--- src/rtl/ring_vco_fcnt_pkg.sv ---
// Shared types and default constants for the ring VCO frequency counter.
// The state encoding is shared by the top module and the bench.
package ring_vco_pkg;

  typedef enum logic [2:0] {
    IDLE,
    KICK,
    SETTLE,
    MEASURE,
    REPORT
  } state_t;

  localparam int CNT_W_DEF         = 16;
  localparam int GATE_CYCLES_DEF   = 1024;
  localparam int KICK_CYCLES_DEF   = 8;
  localparam int SETTLE_CYCLES_DEF = 64;
  localparam int SYNC_STAGES_DEF   = 2;

  // Consecutive empty windows tolerated before a stall is reported.
  localparam int STALL_LIMIT = 4;

  function automatic int max3(input int a, input int b, input int c);
    int m;
    m = a;
    if (b > m) m = b;
    if (c > m) m = c;
    return m;
  endfunction

endpackage

--- src/rtl/ring_vco_fcnt_if.sv ---
// Result handshake between the frequency counter and the tuning/readout logic.
// The stall flag exists only when RING_VCO_FCNT_STALL_EN is defined.
interface ring_vco_fcnt_if import ring_vco_pkg::*; #(
  parameter int CNT_W = CNT_W_DEF
);
  logic [CNT_W-1:0] count;
  logic             count_valid;
  logic             count_ready;
  logic             overflow;
`ifdef RING_VCO_FCNT_STALL_EN
  logic             stall;

  modport master (output count, count_valid, overflow, stall, input count_ready);
  modport slave  (input count, count_valid, overflow, stall, output count_ready);
`else
  modport master (output count, count_valid, overflow, input count_ready);
  modport slave  (input count, count_valid, overflow, output count_ready);
`endif
endinterface

--- src/rtl/ring_vco_edge_sync.sv ---
// Brings the asynchronous VCO output into the clk domain and emits a
// one-cycle pulse for each rising edge.
module ring_vco_edge_sync #(
  parameter int SYNC_STAGES = 2
) (
  input  logic clk,
  input  logic rst,
  input  logic osc_async,
  output logic rise
);
  logic [SYNC_STAGES-1:0] sync;
  logic                   sync_q_d;

  always_ff @(posedge clk) begin
    if (rst) begin
      sync     <= '0;
      sync_q_d <= 1'b0;
    end else begin
      sync     <= {sync[SYNC_STAGES-2:0], osc_async};
      sync_q_d <= sync[SYNC_STAGES-1];
    end
  end

  assign rise = sync[SYNC_STAGES-1] & ~sync_q_d;
endmodule

--- src/rtl/ring_vco_fcnt.sv ---
// Ring VCO kick-start sequencer and gated edge counter with valid/ready output.
// Define RING_VCO_FCNT_STALL_EN to re-kick on empty windows and flag a stall.
//
// state   | meaning
// IDLE    | waiting for start
// KICK    | vinit_n held low to start the oscillator
// SETTLE  | oscillator settling, nothing counted
// MEASURE | counting osc rising edges over the gate window
// REPORT  | result presented, waiting for count_ready
module ring_vco_fcnt import ring_vco_pkg::*; #(
  parameter int CNT_W         = CNT_W_DEF,
  parameter int GATE_CYCLES   = GATE_CYCLES_DEF,
  parameter int KICK_CYCLES   = KICK_CYCLES_DEF,
  parameter int SETTLE_CYCLES = SETTLE_CYCLES_DEF,
  parameter int SYNC_STAGES   = SYNC_STAGES_DEF
) (
  input  logic clk,
  input  logic rst,
  input  logic start,
  input  logic continuous,
  input  logic stop,
  input  logic osc_async,
  output logic vinit_n,
  output logic busy,
  ring_vco_fcnt_if.master res
);
  localparam int TMR_W = $clog2(max3(GATE_CYCLES, KICK_CYCLES, SETTLE_CYCLES));
  localparam logic [TMR_W-1:0] KICK_LD   = TMR_W'(KICK_CYCLES - 1);
  localparam logic [TMR_W-1:0] SETTLE_LD = TMR_W'(SETTLE_CYCLES - 1);
  localparam logic [TMR_W-1:0] GATE_LD   = TMR_W'(GATE_CYCLES - 1);
  localparam logic [CNT_W-1:0] CNT_MAX   = '1;

  state_t           state, state_nxt;
  logic [TMR_W-1:0] timer, timer_nxt;
  logic [CNT_W-1:0] cnt, cnt_nxt, cnt_inc;
  logic [CNT_W-1:0] count_q, count_nxt;
  logic             win_ovf, win_ovf_nxt, ovf_inc;
  logic             ovf_q, ovf_nxt;
  logic             cont_q, cont_nxt;
  logic             stop_q, stop_nxt, stop_seen;
  logic             vinit_q, busy_q, valid_q;
  logic             rise, tmr_done;
`ifdef RING_VCO_FCNT_STALL_EN
  logic [2:0]       stall_cnt, stall_cnt_nxt;
  logic             stall_q, stall_nxt;
`endif

  ring_vco_edge_sync #(.SYNC_STAGES(SYNC_STAGES)) u_edge_sync (
    .clk       (clk),
    .rst       (rst),
    .osc_async (osc_async),
    .rise      (rise)
  );

  assign tmr_done  = (timer == '0);
  assign stop_seen = stop_q | stop;
  // Edge on the window's last cycle is still folded into the reported count.
  assign cnt_inc   = (rise && (cnt != CNT_MAX)) ? cnt + CNT_W'(1) : cnt;
  assign ovf_inc   = win_ovf | (rise & (cnt == CNT_MAX));

  always_comb begin
    state_nxt   = state;
    timer_nxt   = tmr_done ? timer : timer - TMR_W'(1);
    cnt_nxt     = cnt;
    win_ovf_nxt = win_ovf;
    count_nxt   = count_q;
    ovf_nxt     = ovf_q;
    cont_nxt    = cont_q;
    stop_nxt    = stop_q;
`ifdef RING_VCO_FCNT_STALL_EN
    stall_cnt_nxt = stall_cnt;
    stall_nxt     = stall_q;
`endif
    case (state)
      IDLE: begin
        stop_nxt = 1'b0;
        if (start && !stop) begin
          state_nxt = KICK;
          timer_nxt = KICK_LD;
          cont_nxt  = continuous;
`ifdef RING_VCO_FCNT_STALL_EN
          stall_cnt_nxt = '0;
`endif
        end
      end
      KICK: begin
        stop_nxt = stop_seen;
        if (stop_seen) begin
          state_nxt = IDLE;
        end else if (tmr_done) begin
          state_nxt = SETTLE;
          timer_nxt = SETTLE_LD;
        end
      end
      SETTLE: begin
        stop_nxt = stop_seen;
        if (stop_seen) begin
          state_nxt = IDLE;
        end else if (tmr_done) begin
          state_nxt   = MEASURE;
          timer_nxt   = GATE_LD;
          cnt_nxt     = '0;
          win_ovf_nxt = 1'b0;
        end
      end
      MEASURE: begin
        stop_nxt    = stop_seen;
        cnt_nxt     = cnt_inc;
        win_ovf_nxt = ovf_inc;
        if (tmr_done) begin
`ifdef RING_VCO_FCNT_STALL_EN
          if ((cnt_inc == '0) && (stall_cnt < 3'(STALL_LIMIT - 1))) begin
            state_nxt     = KICK;
            timer_nxt     = KICK_LD;
            stall_cnt_nxt = stall_cnt + 3'd1;
          end else begin
            state_nxt     = REPORT;
            count_nxt     = cnt_inc;
            ovf_nxt       = ovf_inc;
            stall_nxt     = (cnt_inc == '0);
            stall_cnt_nxt = '0;
          end
`else
          state_nxt = REPORT;
          count_nxt = cnt_inc;
          ovf_nxt   = ovf_inc;
`endif
        end
      end
      REPORT: begin
        stop_nxt = stop_seen;
        if (res.count_ready) begin
          if (cont_q && !stop_seen) begin
            state_nxt   = MEASURE;
            timer_nxt   = GATE_LD;
            cnt_nxt     = '0;
            win_ovf_nxt = 1'b0;
          end else begin
            state_nxt = IDLE;
          end
        end
      end
      default: state_nxt = IDLE;
    endcase
  end

  always_ff @(posedge clk) begin
    if (rst) begin
      state   <= IDLE;
      timer   <= '0;
      cnt     <= '0;
      win_ovf <= 1'b0;
      count_q <= '0;
      ovf_q   <= 1'b0;
      cont_q  <= 1'b0;
      stop_q  <= 1'b0;
      vinit_q <= 1'b1;
      busy_q  <= 1'b0;
      valid_q <= 1'b0;
`ifdef RING_VCO_FCNT_STALL_EN
      stall_cnt <= '0;
      stall_q   <= 1'b0;
`endif
    end else begin
      state   <= state_nxt;
      timer   <= timer_nxt;
      cnt     <= cnt_nxt;
      win_ovf <= win_ovf_nxt;
      count_q <= count_nxt;
      ovf_q   <= ovf_nxt;
      cont_q  <= cont_nxt;
      stop_q  <= stop_nxt;
      // Registered so the PMOS gate never sees state-decode glitches.
      vinit_q <= (state_nxt != KICK);
      busy_q  <= (state_nxt != IDLE);
      valid_q <= (state_nxt == REPORT);
`ifdef RING_VCO_FCNT_STALL_EN
      stall_cnt <= stall_cnt_nxt;
      stall_q   <= stall_nxt;
`endif
    end
  end

  assign vinit_n         = vinit_q;
  assign busy            = busy_q;
  assign res.count       = count_q;
  assign res.overflow    = ovf_q;
  assign res.count_valid = valid_q;
`ifdef RING_VCO_FCNT_STALL_EN
  assign res.stall       = stall_q;
`endif
endmodule

--- src/flat_wrapper.sv ---
// flat-port wrapper written by rule: the top's interface ports become plain ports
module ring_vco_fcnt_flat import ring_vco_pkg::*;
#(
  parameter int CNT_W         = CNT_W_DEF,
  parameter int GATE_CYCLES   = GATE_CYCLES_DEF,
  parameter int KICK_CYCLES   = KICK_CYCLES_DEF,
  parameter int SETTLE_CYCLES = SETTLE_CYCLES_DEF,
  parameter int SYNC_STAGES   = SYNC_STAGES_DEF
)
  (clk, rst, start, continuous, stop, osc_async, vinit_n, busy, res_count, res_count_valid, res_overflow, res_count_ready);
  ring_vco_fcnt_if #(.CNT_W(CNT_W)) res_i ();
  input  logic clk;
  input  logic rst;
  input  logic start;
  input  logic continuous;
  input  logic stop;
  input  logic osc_async;
  output logic vinit_n;
  output logic busy;
  output wire logic [$bits(res_i.count)-1:0] res_count;
  output wire logic [$bits(res_i.count_valid)-1:0] res_count_valid;
  output wire logic [$bits(res_i.overflow)-1:0] res_overflow;
  input wire logic [$bits(res_i.count_ready)-1:0] res_count_ready;
  assign res_count = res_i.count;
  assign res_count_valid = res_i.count_valid;
  assign res_overflow = res_i.overflow;
  assign res_i.count_ready = res_count_ready;
  ring_vco_fcnt #(.CNT_W(CNT_W), .GATE_CYCLES(GATE_CYCLES), .KICK_CYCLES(KICK_CYCLES), .SETTLE_CYCLES(SETTLE_CYCLES), .SYNC_STAGES(SYNC_STAGES)) u_core (.clk(clk), .rst(rst), .start(start), .continuous(continuous), .stop(stop), .osc_async(osc_async), .vinit_n(vinit_n), .busy(busy), .res(res_i));
endmodule
--- config.mk ---
export PLATFORM = sky130hd
export DESIGN_NAME = ring_vco_fcnt_flat
export DESIGN_NICKNAME = d
export VERILOG_FILES = /design/src/rtl/ring_vco_fcnt_pkg.sv /design/src/rtl/ring_vco_fcnt_if.sv /design/src/rtl/ring_vco_edge_sync.sv /design/src/rtl/ring_vco_fcnt.sv /design/src/flat_wrapper.sv
export SDC_FILE = /design/constraint.sdc
export NUM_CORES = 1
export LEC_CHECK = 0
export CORE_MARGIN = 2
export CORE_UTILIZATION = 35
export DETAILED_ROUTE_END_ITERATION = 6
export HOLD_SLACK_MARGIN = 0.12
export PLACE_DENSITY = 0.54
export SLEW_MARGIN = 20
export SYNTH_ARGS = -nofsm -noshare
export SYNTH_HDL_FRONTEND = slang
export SYNTH_SLANG_ARGS = --single-unit
--- constraint.sdc ---
create_clock -name clk -period 2.42 [get_ports clk]
set_input_delay 0.484 -clock clk [delete_from_list [all_inputs] [get_ports clk]]
set_output_delay 0.484 -clock clk [all_outputs]
set_load 0.05 [all_outputs]
Word level (Yosys, flattened, before mapping)
Index checks and enable logic that the tools add are counted.
Operators by class
  equality and inequality tests: 12
  bitwise gates (word level): 5
  reduce and logical (&&, ||, !) cells: 14
  $add $sub $neg: 2
  muxes and demuxes: 30
Operator list (number)
  2-to-1 mux 10 bit: 8
  2-to-1 mux 16 bit: 5
  one-hot mux 16 bit (3 select lines): 1
  one-hot mux 10 bit (4 select lines): 1
  2-to-1 mux 3 bit: 7
  adder 16 x 1 -> 16 bit, second input constant: 1
  == test 16 bit, second input constant: 1
  inequality test 16 bit, second input constant: 1
  one-hot mux 3 bit (5 select lines): 1
  zero test 10 bit: 1
  subtractor 10 x 1 -> 10 bit, second input constant: 1
  == test 3 x 2 -> 1 bit, second input constant: 2
  == test 3 bit, second input constant: 2
  nonzero test 3 bit: 2
  AND reduction 5 bit: 1
  2-to-1 mux 1 bit: 4
  inequality test 2 x 1 -> 1 bit, second input constant: 2
  inequality test 2 bit, second input constant: 2
  AND reduction 2 bit: 2
  OR reduction 4 bit: 1
  == test 3 x 1 -> 1 bit, second input constant: 1
  logical AND 1 bit: 3
  zero test 3 bit: 1
  inequality test 3 x 1 -> 1 bit, second input constant: 1
  other kinds (8): 11
Storage, ports and cells
  output and inout bits: 20
  input bits: 7
  register bits after elaboration: 55

Depth between registers and ports, before layout
Gate-level depths: netlist of run 1.
  depth after elaboration: 7
  depth in mapped cells: 10

Cells and area by module
Synthesis of run 1 repeated with hierarchy kept, for this count alone.
Second synthesis, totals
  cell total of the unflattened synthesis: 320
  area, all modules: 2746.4 µm²
Modules (own cells, without submodules)
  ring_vco_fcnt: instances 1, seq. area each 1041.0 µm², area each 2658.8 µm², cells an instance 313
  ring_vco_edge_sync: instances 1, seq. area each 60.1 µm², area each 87.6 µm², cells an instance 7

Worst setup path after synthesis of run 1
Ideal clock, no wire load.
  kind: reg2reg
  from: register u_core.timer[0]
  to: register u_core.vinit_q (netlist: u_core.vinit_n)
  buffers on the path: 1
  clock period less this slack: 1971 ps
  slack: 449 ps
  data required time: 2300 ps
  arrival time: 1851 ps
  stages on the path, launching flop included: 9
  library setup time: 120 ps
  cell sequence: dfxtp_1 -> inv_1 -> ha_1 -> or3b_1 -> buf_2 -> nor3_4 -> inv_2 -> a221o_1 -> a211o_1
On the way
  longest elaborated chain between the ends: 5
  elaborated cells on any way between the ends: 8
  those cells by class: 1 x eq/ne; 6 x mux; 1 x reduce/logical
RTL lines
  from (decl): line ring_vco_fcnt.sv:34  | logic [TMR_W-1:0] timer, timer_nxt;
  from (signal assigned): line ring_vco_fcnt.sv:166  | timer <= timer_nxt;
  zero test 10 bit (*): line ring_vco_fcnt.sv:55  | assign tmr_done = (timer == '0);
  2-to-1 mux 3 bit (on tied branches): line ring_vco_fcnt.sv:99, ring_vco_fcnt.sv:90
  2-to-1 mux 3 bit (on tied branches): line ring_vco_fcnt.sv:97, ring_vco_fcnt.sv:88
  one-hot mux 3 bit (5 select lines) (*): line ring_vco_fcnt.sv:74  | case (state)
  inequality test 3 x 1 -> 1 bit (*): line ring_vco_fcnt.sv:174  | vinit_q <= (state_nxt != KICK);
  to (signal assigned): line ring_vco_fcnt.sv:174
  to (decl): line ring_vco_fcnt.sv:41  | logic vinit_q, busy_q, valid_q;
Every way passes the cells marked *; elsewhere a longest branch is shown, timed or not.
A chain may end at the register's enable or synchronous reset.

Worst setup path in the final report of run 1
  from: register u_core.timer[0]
  to: register u_core.count_q[9] (netlist: u_core.res.count[9])
On the way
  longest elaborated chain between the ends: 2
RTL lines
  zero test 10 bit: line ring_vco_fcnt.sv:55
  AND reduction 2 bit (no line)
  to (signal assigned): line ring_vco_fcnt.sv:169  | count_q <= count_nxt;
  to (decl): line ring_vco_fcnt.sv:36  | logic [CNT_W-1:0] count_q, count_nxt;
No other way between the ends.

==> results of run 1 <==
[per-stage QoR]
step	utilization, %	instance area, µm²	setup slack [ns]	cells
after floorplan	-	3020	0.449	360
after global routing	42.7	3540	0.0728	489
after detailed placement	41.3	3430	0.221	481
final	42.7	3540	0.226	489
after CTS	42.7	3540	0.206	489
after global placement	41.3	3430	0.222	481
[power groups by stage]
stage               logic (W)  clock network, W  registers (W)
floorplan            0.000642                 0        0.00108
global placement     0.000845                 0        0.00109
detailed placement   0.000841                 0        0.00109
CTS                  0.000845          0.000668        0.00107
global route         0.000926          0.000705        0.00109
finish               0.000850          0.000648        0.00108
[worst max-delay path by stage]
| stage | end | slack, ns | cells after the start |
|---|---|---|---|
| 6_report | u_core.res.count[9] | 0.23 | 7 |
| 5_1_grt | u_core.res.count[13] | 0.07 | 7 |
| 4_1_cts | u_core.res.count[9] | 0.21 | 7 |
| 3_5_place_dp | u_core.cnt[4] | 0.22 | 4 |
| 3_3_place_gp | u_core.vinit_n | 0.22 | 5 |
| 2_1_floorplan | u_core.vinit_n | 0.45 | 8 |
[sequential cells by signal (all words and copies together), names as in the netlist, 2 cells and up]
name and count:
u_core.u_edge_sync.sync 2, u_core.timer 10, u_core.res.count 16, u_core.state 3, u_core.cnt 16
[kinds of logic (layout without fill, tap and decap cells)]
logic type / Yosys count / in the layout / share of synthesized area, %
adder cells (fa/ha/maj): 3 / 3 / 1.24
flip-flops: 55 / 55 / 36.5
AND/OR/NAND/NOR: 135 / 135 / 26.0
XOR/XNOR: 4 / 4 / 1.16
multiplexers: 5 / 5 / 1.66
AO/OA/AOI/OAI: 109 / 109 / 26.3
buffers and inverters: 49 / 73 / 7.10
[critical path, cell delays in order (launching register included)]
cell and delay (ns):
dfxtp_1 0.36, inv_1 0.07, ha_1 0.19, or3b_1 0.54, nor4_4 0.39, buf_4 0.25
o21ai_0 0.10, a211oi_1 0.22
[per-layer routing]
layer	share of wire [%]	up-vias	global-route usage [%]
met5	0	-	0
met4	1.1	0	4.66
met3	4.0	8	2.82
met2	49	62	29.2
met1	46	1366	21.4
li1	-	1424	-
[layout by cell type, fill, tap and decap left out, types with 3 or more instances in the layout]
cell type        Yosys  routed
buf_4                2      15
and4_1               3       3
nand4_1             16      16
or4_1                5       5
nand3_1             12      12
nor2_1              26      26
nor4_1               6       6
dfxtp_1             55      55
a21oi_1              9       9
nor2b_1              6       6
a311oi_2             5       5
a31o_2               4       4
and3_1               7       7
clkdlybuf4s50_1      0      26
o211ai_1            15      15
ha_1                 3       3
nand2_1             18      18
nor3_1               9       9
a41oi_1              3       3
a31oi_1             13      13
clkbuf_8             0       5
o31ai_1              4       4
inv_1               21      21
o22ai_1              3       3
o221ai_1             4       4
a211oi_1             7       7
mux2i_1              5       5
o21ai_0             22      22
nand3b_1             3       3
and2_1               4       4
or3_1                7       7
xor2_1               3       3
[area by class of cell]
| cell class | count | area (µm²) | share of cell area (%) |
|---|---|---|---|
| clock inverter | 3 | 47.5 | 1.34 |
| tap | 105 | 131 | 3.71 |
| multi-input combinational | 256 | 1700 | 48.0 |
| timing repair buffer | 43 | 413 | 11.6 |
| clock buffer | 5 | 68.8 | 1.94 |
| inverter | 22 | 82.6 | 2.33 |
| sequential | 55 | 1100 | 31.1 |
==> metrics, run 1 <==
latest clock arrival within the worst-skew pair=0.32 ns; worst hold path startpoint=u_core.u_edge_sync.sync[0]; Yosys Warn Count=0; Synth Instances=360; DRC Markers=0; critical path fanouts, max=11; postcts setup bufs=0; terminus of the critical flop-to-flop path=u_core.res.count[9]; syn_area_per_cell=8.38 µm²; Synth cell types=66; Initial DRC Count=134; Rows=33; sequential area share after synthesis=36.5%; CP required=2.65 ns; period utilization=90.7%; top-count cell post-synth=dfxtp_1; Mapped Area=3020 µm²; # IOs=27; NetSw=0.000918 W; setup TNS=0 ns; critical path type=reg -> reg; RR Startpoint=u_core.timer[0]; Seq pwr share=41.9%; Pleak=1.12 nW; layout cells sized above 1=10.7%; WL final=8070 µm; vias in the first global route=2763; CTS max path bufs=2; routed via count=2860; worst setup path startpoint=u_core.timer[0]; Post-synth ARST share=0%; critical path arrival=2.42 ns; # hold bufs at CTS=0; die area=9370 µm²; GR Util All Layers=16.8%; vias per std cell=5.85; CTS tree=done; Hold Path End=u_core.u_edge_sync.sync[1]; Num Clock Sinks=55; top cells by count, synth=55 x dfxtp_1, 26 x nor2_1, 22 x o21ai_0; Synth Register Bits=55; first-pass GRT wire length=13300 µm; global route overflow=0; Tot Pwr=0.00257 W; Post-DRT Antenna Nets=0; top_reg_cell synth=dfxtp_1; cts repair resizes=0; Comb power frac=33.0%; Worst-Margin Slew=0.699 ns; # H-tree levels=2; first-pass detailed-route iteration total=4; Core Area=8300 µm²; Placer Congestion=0.857; Starting Density=36.3%; share of the synthesized area in the top cell type=36.5%; Final Max Slew Viols=0; RSZ-0062 raised after global routing=false; internal power=0.00166 W; outcome=finished clean; FMAX=456 MHz; initial antenna violation count=0; filler cell count=829; wire length per cell=16.5 µm; PortBufs=26; Hold WC Path Type=reg -> reg; Die Y=96.8 µm; CP endpoint kind=flop; Final nets=393; Clk pin slew, worst setup/hold paths=0.11 ns; Clock power frac=25.2%; Yosys top cell by area=dfxtp_1; syn_nets=370; # diodes=0; headroom to the max-slew limit=53.0%; reg2reg path depth=7; endpoints failing hold=0; startpoint class of the critical path=flop; final hold slack=0.463 ns; Pwr Density=726 nW/µm²; Max Clock Skew=0.0141 ns; switching power share of the total=35.6%; Post-synth EDFFs=0; area delta synth->final=17.6%; largest net degree at the start of global routing=30; fin crit period=2.19 ns; Root Buffer=clkbuf_8; synth top area cells=dfxtp_1 37%, o211ai_1 3.7%, o21ai_0 3.7%; Inserted Clock Buffers=5; FF-to-FF setup slack=0.23 ns; dpl hpwl=5750 µm; Die W=96.8 µm; hold path depth=1; setup violators final=0; peak supply drop=289 µV; max cap viols=0
Note: power is estimated with default switching activity, not from simulation.
==> run 2, diff against run 1 <==
--- a/config.mk
+++ b/config.mk
@@ -8,9 +8,11 @@
 export CORE_MARGIN = 2
 export CORE_UTILIZATION = 35
 export DETAILED_ROUTE_END_ITERATION = 6
+export GPL_TIMING_DRIVEN = 0
 export HOLD_SLACK_MARGIN = 0.12
 export PLACE_DENSITY = 0.54
 export SLEW_MARGIN = 20
 export SYNTH_ARGS = -nofsm -noshare
 export SYNTH_HDL_FRONTEND = slang
 export SYNTH_SLANG_ARGS = --single-unit
+export TNS_END_PERCENT = 100
==> metrics, run 2 (same netlist as run 1, synthesis figures left out) <==
outcome=finished clean; critical path arrival=2.47 ns; CTS max path bufs=2; CP delay by family, top=buffers and inverters; PortBufs=26; switching power share of the total=37.3%; first-pass GRT wire length=14200 µm; setup TNS=0 ns; Critical Path, Cell by Cell=clkdlybuf4s50_1 > buf_1 > clkbuf_1 > o22ai_1; vias per std cell=5.89; commonest cells after routing, fill and taps aside=55 x dfxtp_1, 26 x nor2_1, 26 x clkdlybuf4s50_1; # H-tree levels=2; Root Buffer=clkbuf_8; layout cells sized above 1=9.62%; worst setup path startpoint=rst; RSZ-0062 raised after global routing=true; Seq pwr share=43.5%; reg2reg path depth=7; WL final=8650 µm; vias in the first global route=2787; latest clock arrival within the worst-skew pair=0.33 ns; wire length per cell=17.3 µm; FMAX=436 MHz; RR Startpoint=u_core.timer[0]; critical path fanouts, max=10; CP endpoint kind=flop; fin crit period=2.29 ns; CP max stage delay=0.74 ns; startpoint class of the critical path=primary input; # diodes=0; fin worst setup slack=0.127 ns; Max Clock Skew=0.0192 ns; Num Clock Sinks=55; Core Area=8300 µm²; max cap viols=0; Placer Congestion=0.920; global route overflow=0; initial antenna violation count=0; Tot Pwr=0.00245 W; Clock power frac=23.0%; Inserted Clock Buffers=5; endpoints failing hold=0; Pleak=1.11 nW; worst hold path startpoint=u_core.u_edge_sync.sync[0]; Post-DRT Antenna Nets=0; Placed Area=3410 µm²; Rows=33; # IOs=27; Initial DRC Count=146; Comb power frac=33.5%; # hold bufs at CTS=0; critical path type=in -> reg; Final Max Slew Viols=0; filler cell count=856; internal power=0.00154 W; Hold WC Path Type=reg -> reg; CP required=2.60 ns; largest net degree at the start of global routing=19; Die Y=96.8 µm; GR Util All Layers=18.4%; critical path depth=4; dpl ws=-0.122 ns; Clk pin slew, worst setup/hold paths=0.11 ns; CTS tree=done; Pwr Density=694 nW/µm²; Starting Density=36.3%; dpl hpwl=6070 µm; hold path depth=1; Finished Cell Area=3530 µm²; area delta synth->final=17.1%; Worst-Margin Slew=0.903 ns; most common cell after layout, fill and taps aside=dfxtp_1; slowest CP cell=clkbuf_1; period utilization=94.8%; DRC Markers=0; peak supply drop=267 µV; NetSw=0.000914 W; Die W=96.8 µm; headroom to the max-slew limit=39.8%; Final nets=404; setup violators final=0; final core occ=42.6%; Buf+Inv Stages, Crit Path=3; die area=9370 µm²; routed via count=2943; first-pass detailed-route iteration total=4
## run 2: worst reg2reg max path, stage by stage, from the launching register on
cell      delay (ns)
dfxtp_1         0.36
inv_1           0.07
ha_1            0.19
nor3b_2         0.44
nand4_1         0.28
clkbuf_1        0.34
a211oi_1        0.37
nor3_1          0.08
## run 2: path summary, 6_finish.rpt
path	slack, ns	endpoint
worst min-delay path	0.46	u_core.u_edge_sync.sync[1]
worst max-delay path	0.13	u_core.timer[5]
worst min register to register	0.46	u_core.u_edge_sync.sync[1]
worst max register to register	0.13	u_core.res.overflow
## run 2: area by class of cell
| class | instances | area, µm² | area share, % |
|---|---|---|---|
| plain buffers | 26 | 131 | 3.72 |
| clock buffers | 5 | 68.8 | 1.95 |
| flip-flops and latches | 55 | 1100 | 31.2 |
| multi-input cells | 256 | 1720 | 48.7 |
| well taps | 105 | 131 | 3.72 |
| repair buffers | 28 | 275 | 7.79 |
| inverters | 22 | 82.6 | 2.34 |
| clock inverters | 3 | 22.5 | 0.638 |
## run 2: power by group through the flow
stage | clock (W) | sequential (W) | combinational (W)
3_3_place_gp | 0 | 0.00108 | 0.000806
3_5_place_dp | 0 | 0.00108 | 0.000804
2_1_floorplan | 0 | 0.00108 | 0.000642
6_report | 0.000563 | 0.00107 | 0.000820
4_1_cts | 0.000573 | 0.00107 | 0.000812
5_1_grt | 0.000611 | 0.00108 | 0.000904
## run 2: stage by stage
step / cells / hold slack (ns)
finish: 500 / 0.461
global route: 500 / 0.483
CTS: 499 / 0.467
detailed placement: 491 / 0.450
global placement: 491 / 0.416
floorplan: 360 / 0.414
## run 2: routing by layer
| layer | global-route usage [%] | vias to the layer above | part of all wire, % |
|---|---|---|---|
| met1 | 23.7 | 1427 | 46 |
| li1 | - | 1439 | - |
| met4 | 5.63 | 0 | 1.5 |
| met2 | 31.7 | 66 | 49 |
| met5 | 0 | - | 0 |
| met3 | 2.75 | 11 | 4.2 |
## run 2: what timing repair did
item | CTS | global route
setup buffers | 0 | 2
endpoints found under the setup margin | 2 | 24
resized for setup | 1 | 3
pin swaps | 0 | 1
hold endpoints to repair | 0 | 0
